[src/rtl/rns11_pkg.sv]
// Shared constants, FSM state type and thermometer-code encoder for the
// mod-11 forward converter.
package rns11_pkg;

  localparam int MOD  = 11;
  localparam int TC_W = 10;

  typedef enum logic [1:0] {
    IDLE  = 2'd0,
    SHIFT = 2'd1,
    DONE  = 2'd2
  } state_e;

  // Bit i (0-based) is set iff residue >= i+1, so 0 -> all zeros, 10 -> all ones.
  function automatic logic [TC_W-1:0] tc_encode(input logic [3:0] r);
    logic [TC_W-1:0] tc;
    for (int i = 0; i < TC_W; i++) begin
      tc[i] = (int'(r) > i);
    end
    return tc;
  endfunction

endpackage

[src/rtl/rns11_serial_residue.sv]
// One operand's MSB-first shift register and running mod-11 residue.
// The shared FSM decides when to load and when to shift.
module rns11_serial_residue
  import rns11_pkg::*;
#(
  parameter int WIDTH = 16
) (
  input  logic             clk,
  input  logic             rst,
  input  logic             load_i,
  input  logic             shift_i,
  input  logic [WIDTH-1:0] din_i,
  output logic [3:0]       r_next_o
);

  logic [WIDTH-1:0] sr_q, sr_d;
  logic [3:0]       r_q, r_d;
  logic [4:0]       t;
  logic [3:0]       r_step;

  // t = 2r + bit <= 21, so one conditional subtract keeps r in 0..10.
  always_comb begin
    t      = {r_q, 1'b0} + {4'b0000, sr_q[WIDTH-1]};
    r_step = (t >= 5'(MOD)) ? 4'(t - 5'(MOD)) : t[3:0];
  end

  always_comb begin
    sr_d = sr_q;
    r_d  = r_q;
    if (load_i) begin
      sr_d = din_i;
      r_d  = 4'd0;
    end else if (shift_i) begin
      sr_d = {sr_q[WIDTH-2:0], 1'b0};
      r_d  = r_step;
    end
  end

  always_ff @(posedge clk) begin
    if (rst) begin
      sr_q <= '0;
      r_q  <= 4'd0;
    end else begin
      sr_q <= sr_d;
      r_q  <= r_d;
    end
  end

  assign r_next_o = r_step;

endmodule

[src/rtl/rns11_tc_forward_converter.sv]
// Bit-serial binary -> mod-11 thermometer-code converter for an operand pair,
// with valid/ready handshakes on both sides.
module rns11_tc_forward_converter
  import rns11_pkg::*;
#(
  parameter int WIDTH = 16
) (
  input  logic             clk,
  input  logic             rst,
  input  logic             in_valid,
  output logic             in_ready,
  input  logic [WIDTH-1:0] in_a,
  input  logic [WIDTH-1:0] in_b,
  output logic             out_valid,
  input  logic             out_ready,
  output logic [TC_W-1:0]  out_a_tc,
  output logic [TC_W-1:0]  out_b_tc
);

  localparam int CW = $clog2(WIDTH + 1);

  state_e          state_q, state_d;
  logic [CW-1:0]   cnt_q, cnt_d;
  logic            out_valid_q, out_valid_d;
  logic [TC_W-1:0] out_a_q, out_a_d;
  logic [TC_W-1:0] out_b_q, out_b_d;
  logic            accept;
  logic            shift_en;
  logic [3:0]      ra_next, rb_next;

  // Decoded from state only; no combinational path from in_valid.
  assign in_ready = !rst && (state_q == IDLE);
  assign accept   = in_valid && in_ready;
  assign shift_en = (state_q == SHIFT);

  rns11_serial_residue #(.WIDTH(WIDTH)) u_res_a (
    .clk      (clk),
    .rst      (rst),
    .load_i   (accept),
    .shift_i  (shift_en),
    .din_i    (in_a),
    .r_next_o (ra_next)
  );

  rns11_serial_residue #(.WIDTH(WIDTH)) u_res_b (
    .clk      (clk),
    .rst      (rst),
    .load_i   (accept),
    .shift_i  (shift_en),
    .din_i    (in_b),
    .r_next_o (rb_next)
  );

  always_comb begin
    state_d     = state_q;
    cnt_d       = cnt_q;
    out_valid_d = out_valid_q;
    out_a_d     = out_a_q;
    out_b_d     = out_b_q;
    case (state_q)
      IDLE: begin
        if (accept) begin
          state_d = SHIFT;
          cnt_d   = CW'(WIDTH);
        end
      end
      SHIFT: begin
        cnt_d = cnt_q - CW'(1);
        if (cnt_q == CW'(1)) begin
          state_d     = DONE;
          out_valid_d = 1'b1;
          out_a_d     = tc_encode(ra_next);
          out_b_d     = tc_encode(rb_next);
        end
      end
      DONE: begin
        if (out_ready) begin
          out_valid_d = 1'b0;
          state_d     = IDLE;
        end
      end
      default: state_d = IDLE;
    endcase
  end

  always_ff @(posedge clk) begin
    if (rst) begin
      state_q     <= IDLE;
      cnt_q       <= '0;
      out_valid_q <= 1'b0;
      out_a_q     <= '0;
      out_b_q     <= '0;
    end else begin
      state_q     <= state_d;
      cnt_q       <= cnt_d;
      out_valid_q <= out_valid_d;
      out_a_q     <= out_a_d;
      out_b_q     <= out_b_d;
    end
  end

  assign out_valid = out_valid_q;
  assign out_a_tc  = out_a_q;
  assign out_b_tc  = out_b_q;

endmodule

[config.mk]
export PLATFORM = sky130hd
export DESIGN_NAME = rns11_tc_forward_converter
export DESIGN_NICKNAME = d
export VERILOG_FILES = /design/src/rtl/rns11_pkg.sv /design/src/rtl/rns11_serial_residue.sv /design/src/rtl/rns11_tc_forward_converter.sv
export SDC_FILE = /design/constraint.sdc
export NUM_CORES = 1
export LEC_CHECK = 0
export CAP_MARGIN = 20
export CORE_ASPECT_RATIO = 0.8
export CORE_MARGIN = 2
export CORE_UTILIZATION = 30
export CTS_BUF_LIST = sky130_fd_sc_hd__clkbuf_8
export CTS_CLUSTER_DIAMETER = 50
export DETAILED_ROUTE_END_ITERATION = 10
export RECOVER_POWER = 50
export SETUP_SLACK_MARGIN = 0.5
export SLEW_MARGIN = 20
export SYNTH_ARGS = -nofsm -noshare
export SYNTH_HDL_FRONTEND = slang
export SYNTH_SLANG_ARGS = --single-unit
[constraint.sdc]
create_clock -name clk -period 3.7 [get_ports clk]
set_input_delay 0.74 -clock clk [delete_from_list [all_inputs] [get_ports clk]]
set_output_delay 0.74 -clock clk [all_outputs]
set_load 0.03 [all_outputs]
Word-level counts from Yosys, hierarchy flattened

Index checks and enable logic that the tools add are counted.

Magnitude comparators: 22
Multiplexer cells: 15
Equality and inequality tests: 6
Add/subtract/negate cells: 5
Reduce and logical (&&, ||, !) cells: 12

Operators with widths:

| operator                                                              | count |
|---|---|
| 16-bit two-way mux                                                    | 4 |
| 4-bit by 3-bit > comparator with 1-bit output, second input constant  | 8 |
| 4-bit by 1-bit > comparator with 1-bit output, second input constant  | 4 |
| 4-bit by 2-bit > comparator with 1-bit output, second input constant  | 4 |
| 4-bit > comparator, second input constant                             | 4 |
| 5-bit by 1-bit adder with 5-bit output                                | 2 |
| 5-bit by 4-bit >= comparator with 1-bit output, second input constant | 2 |
| 5-bit one-hot mux with 2 select lines                                 | 1 |
| 4-bit two-way mux                                                     | 2 |
| 4-bit subtractor, second input constant                               | 2 |
| 2-bit two-way mux                                                     | 3 |
| 2-bit one-hot mux with 3 select lines                                 | 1 |
| 3-bit AND reduction                                                   | 2 |
| 2-bit nonzero test                                                    | 3 |
| 5-bit by 1-bit equality test with 1-bit output, second input constant | 1 |
| 5-bit two-way mux                                                     | 1 |
| 5-bit by 1-bit subtractor with 5-bit output, second input constant    | 1 |
| 2-bit inequality test, second input constant                          | 2 |
| 2-bit AND reduction                                                   | 2 |
| 2-bit by 1-bit equality test with 1-bit output, second input constant | 1 |
| 2-bit equality test, second input constant                            | 1 |
| 1-bit logical AND                                                     | 2 |
| 2-bit logical NOT                                                     | 1 |
| 1-bit two-way mux                                                     | 2 |
| other kinds (4)                                                       | 4 |

Logic and storage cells: 69
Input bits: 36
Output and inout bits: 22
Flip-flop bits (word level): 68

Longest topological paths before layout

Word-level depth: 5
Mapped depth: 7
Gate-level depth less buffers: 6

Cells and area by module

A second synthesis with hierarchy kept.

Cell total of the unflattened synthesis: 348
Area total of the unflattened synthesis: 3,347.0 um^2

Modules (own cells, without submodules):

| module                     | sequential area each (um^2) | cells an instance | instances | area an instance (um^2) |
|---|---|---|---|---|
| rns11_serial_residue       | 400.4                       | 104               | 2         | 1,027.2 |
| rns11_tc_forward_converter | 560.5                       | 140               | 1         | 1,292.5 |

Least setup slack after synthesis

OpenSTA, ideal clock, no wires.

Path kind: input to register
Start: input port rst
End: register cnt_q[1]
Library setup time: 128 ps
Path buffers: 2
Arrival time: 2,374 ps
Required time: 3,572 ps
Stages on the path: 6
Setup slack: 1,198 ps
Path through: buf_2 nor3_1 nand2_1 buf_2 a31oi_1 nor2_1

Longest elaborated chain between the ends: 5

Ends and longest elaborated chain:

| item                            | RTL line                         | source |
|---|---|---|
| start: declaration              | rns11_tc_forward_converter.sv:9  | `input logic rst,` |
| 1-bit logical NOT               | rns11_tc_forward_converter.sv:32 | `assign in_ready = !rst && (state_q == IDLE);` |
| 1-bit logical AND               | rns11_tc_forward_converter.sv:32 |  |
| via in_ready                    | rns11_tc_forward_converter.sv:11 | `output logic in_ready,` |
| 1-bit logical AND               | rns11_tc_forward_converter.sv:33 | `assign accept = in_valid && in_ready;` |
| 2-bit inequality test (no line) | n/a                              |  |
| 2-bit AND reduction (no line)   | n/a                              |  |
| end signal: assignment          | rns11_tc_forward_converter.sv:95 | `cnt_q <= cnt_d;` |
| end: declaration                | rns11_tc_forward_converter.sv:23 | `logic [CW-1:0] cnt_q, cnt_d;` |

The timed path passes the listed nets, and every way through them passes these cells.
A chain may end at the register's enable or synchronous reset.

Final worst setup path

Start: input port rst
End: register cnt_q[4]

Longest elaborated chain between the ends: 5

Ends and longest elaborated chain:

| item                            | RTL line |
|---|---|
| 1-bit logical NOT               | rns11_tc_forward_converter.sv:32 |
| 1-bit logical AND               | rns11_tc_forward_converter.sv:32 |
| 1-bit logical AND               | rns11_tc_forward_converter.sv:33 |
| 2-bit inequality test (no line) | n/a |
| 2-bit AND reduction (no line)   | n/a |

Parallel ways exist; a longest one is shown, timed or not.

==> summary.md <==
| Metric | Value |
|---|---|
| Critical R2R Launch | cnt_q[0] |
| Ys Warns | 0 |
| Post-synthesis cell count | 388 |
| FP Rows | 33 |
| Number of global-route vias before repair | 2766 |
| Period utilization | 75.2% |
| Pin count of the biggest net entering global routing | 64 |
| Num ports | 58 |
| Post-route cell area | 0.00403 mm^2 |
| Count of cell types in the netlist | 52 |
| Gr ovfl total | 0 |
| Power Dens Cells | just under 500 mW/mm^2 |
| Reg2Reg Setup Slack | 1.05 ns |
| Die Y | 96.8 um |
| Post-route DRC | 0 |
| Max Cap Viol | 0 |
| CTS tree | built |
| Status | complete, no violations |
| Initial antenna violation count | 0 |
| CP max stage cell | clkbuf_2 |
| Hold Path Class | reg -> reg |
| Syn nets | 428 |
| Cell taking the most area after synthesis | dfxtp_1 |
| Iter 0 DRT Violations | 163 |
| Final estimated routing congestion in global placement | around 0.75 |
| Worst setup SP type | input port |
| Met3 Use GR | 4.72% |
| P_leak | ~1.4 nW |
| Top cells by area, synth | dfxtp_1, nand2_1, nor2_1 |
| First-pass GRT wire length | between 10000 and 15000 um |
| Chip Width | between 100 and 150 um |
| Drt wl/cell | approximately 14 um |
| H-tree Lvls | 3 |
| Top cells by count, synth | dfxtp_1, nand2_1, nor2_1, a21oi_1, a311oi_1 |
| Count leader, synth | dfxtp_1 |
| Clock Path Buffers | 2 |
| Clock Pin Slew Worst Setup and Hold Paths | 0.07 ns |
| Worst setup EP type | flip-flop |
| Diode count | 0 |
| Via Count | 2881 |
| Ys flop type | dfxtp_1 |
| Final hold vios | 0 |
| CP bufs+invs | 3 |
| Total GRT Usage | between 10 and 15% |
| Core Region | 0.0104 mm^2 |
| RSZ-0062 raised after global routing | no |
| CP max stage delay | 0.92 ns |
| Avg Cell Area, Syn | 8.32 um^2 |
| Hold path startpoint | u_res_b.sr_q[4] |
| Share of layout cells above drive strength 1 | just over 8% |
| Pins Over Slew Limit | 0 |
| TritonRoute pass-1 iters | 4 |
| Vias per cell | roughly 5 |
| Crit path depth | 7 |
| Clock skew | roughly 0.0074 ns |
| Final Setup Violations | 0 |
| Area Growth Syn to Fin | 24.9% |
| Worst setup path startpoint | rst |
| Setup TNS Final | 0 ns |
| Crit Path Category | in -> reg |
| Hold Crit Depth | 2 |
| Final #Nets | approximately 470 |
| Cts repair resizes | 0 |
| Met1 Usage GRT | around 18% |
| Yosys reg bits | 68 |
| Post-synth EDFFs | 0 |
| Sinks on the clock net | 68 |
| Post-route ant nets | 0 |
| Crit-path leading delay family | buffers and inverters |
| Worst EP required | about 3.9 ns |
| Min cycle time layout | around 2.8 ns |
| Ys async rst share | 0% |
| Worst Path Arrival | 3.02 ns |
| Fmax | approximately 0.36 GHz |
| Worst-path maximum fanout | 63 |
| Post-CTS setup buffers | 0 |
| Top-area cell type share of the netlist area | 42.2% |
| TritonCTS buffer count | 9 |
| IO Port Bufs | 57 |
| Die ar. | 0.0116 mm^2 |
| Starting density of the core | a little under a third |
| DP Area | 0.00386 mm^2 |
| Crit path cell chain | buf_2 > clkbuf_2 > nor4b_1 > buf_4 > nor2_2 > nor2_1 > o21a_1 |
| GR Util met2 | 22.3% |
| Slew headroom | 16.7% |
| Mapped cell area | 0.00323 mm^2 |
| Worst reg-to-reg path cell count | 5 |
| Fin util | between 30% and 40% |
| HPWL after DPL | about 5400 um |
| Clock Tree Root | clkbuf_8 |
| Global route hottest layer | met2 |
| # hold bufs at CTS | 0 |
| Worst VDD drop | 0.000184 V |
| Total Routed Length | 7940 um |
| Seq/Total Area, Yosys | between 40% and 50% |
| Clock Latency Late Sink | 0.34 ns |
| Slew @ Worst Pin | 1.25 ns |
[per-stage QoR]
step,hold WS [ns],setup slack (ns),power [W],cells
after floorplan,0.437,1.20,0.00118,388
after global placement,0.442,1.06,0.00131,561
after detailed placement,0.450,0.991,0.00131,561
after CTS,0.459,1.18,0.00198,577
after global routing,0.473,0.594,0.00205,577
final,0.456,0.918,0.00195,577
[cell families (layout without fill, tap and decap cells)]
group,count (synthesis),count (layout),share of synthesized area (%)
flip-flops,68,68,42.2
multiplexers,3,3,0.969
AO/OA/AOI/OAI,112,112,25.7
adder cells (fa/ha/maj),4,4,1.55
buffers and inverters,37,86,5.73
AND/OR/NAND/NOR,164,164,23.9
[path summary, 6_finish.rpt]
path                     end
max                 cnt_q[4]
min reg2reg  u_res_b.sr_q[4]
max reg2reg      out_b_tc[4]
min          u_res_b.sr_q[4]
[area by class of cell]
| class | count | area [um^2] |
|---|---|---|
| inverters | 7 | 26.3 |
| multi-input cells | 283 | 1650 |
| clock inverters | 7 | 92.6 |
| well taps | 140 | 175 |
| repair buffers | 63 | 608 |
| flip-flops and latches | 68 | 1360 |
| fillers | 1030 | 6330 |
| clock buffers | 9 | 124 |
[flip-flops by register name (all words and copies together), names as in the netlist]
name / flops
u_res_b.r_q: 4
u_res_b.sr_q: 16
out_a_tc: 10
u_res_a.sr_q: 16
state_q: 2
out_valid: 1
u_res_a.r_q: 4
cnt_q: 5
out_b_tc: 10
[placed cells by master (no fill, tap or decap), types with 2 or more instances in the layout]
cell type         n
a311oi_1         21
nand2_1          60
buf_4             5
mux2i_1           2
and3_1            2
dfxtp_1          68
nor3_2            2
clkinvlp_4        2
nor2_1           58
nand3b_1          5
o21ai_0           8
nor2_2            2
clkdlybuf4s50_1  37
a21oi_1          33
inv_1             8
o31ai_1           3
nor4b_1           2
nor3_1           11
nor2b_1           4
bufinv_16         2
nand3_1           6
a211oi_1         12
a22oi_1          14
o41ai_1           3
ha_1              4
o21bai_1          2
a211o_1           2
nand2b_1          4
dlygate4sd3_1    19
clkbuf_8          9
[metal layers]
metal,vias to the layer above,part of all wire (%),wire length [um]
met5,-,0,0
met4,0,0.98,78
li1,1477,-,-
met2,47,47,3720
met3,7,4.6,364
met1,1350,48,3780
[where the power goes]
group | internal, W | total (W) | switching (W) | leakage (nW)
sequential | 0.000794 | 0.000854 | 0.0000594 | 0.555
clock | 0.000377 | 0.000664 | 0.000287 | 0.107
combinational | 0.000177 | 0.000429 | 0.000252 | 0.781
[worst reg2reg max path, cell delays in order (launching register included)]
cell and delay (ns):
dfxtp_1 0.41, ha_1 0.17, nor4b_1 0.59, and2_0 0.91, nor2_1 0.12, a2111oi_2 0.35
(Power assumes the default switching activity.)
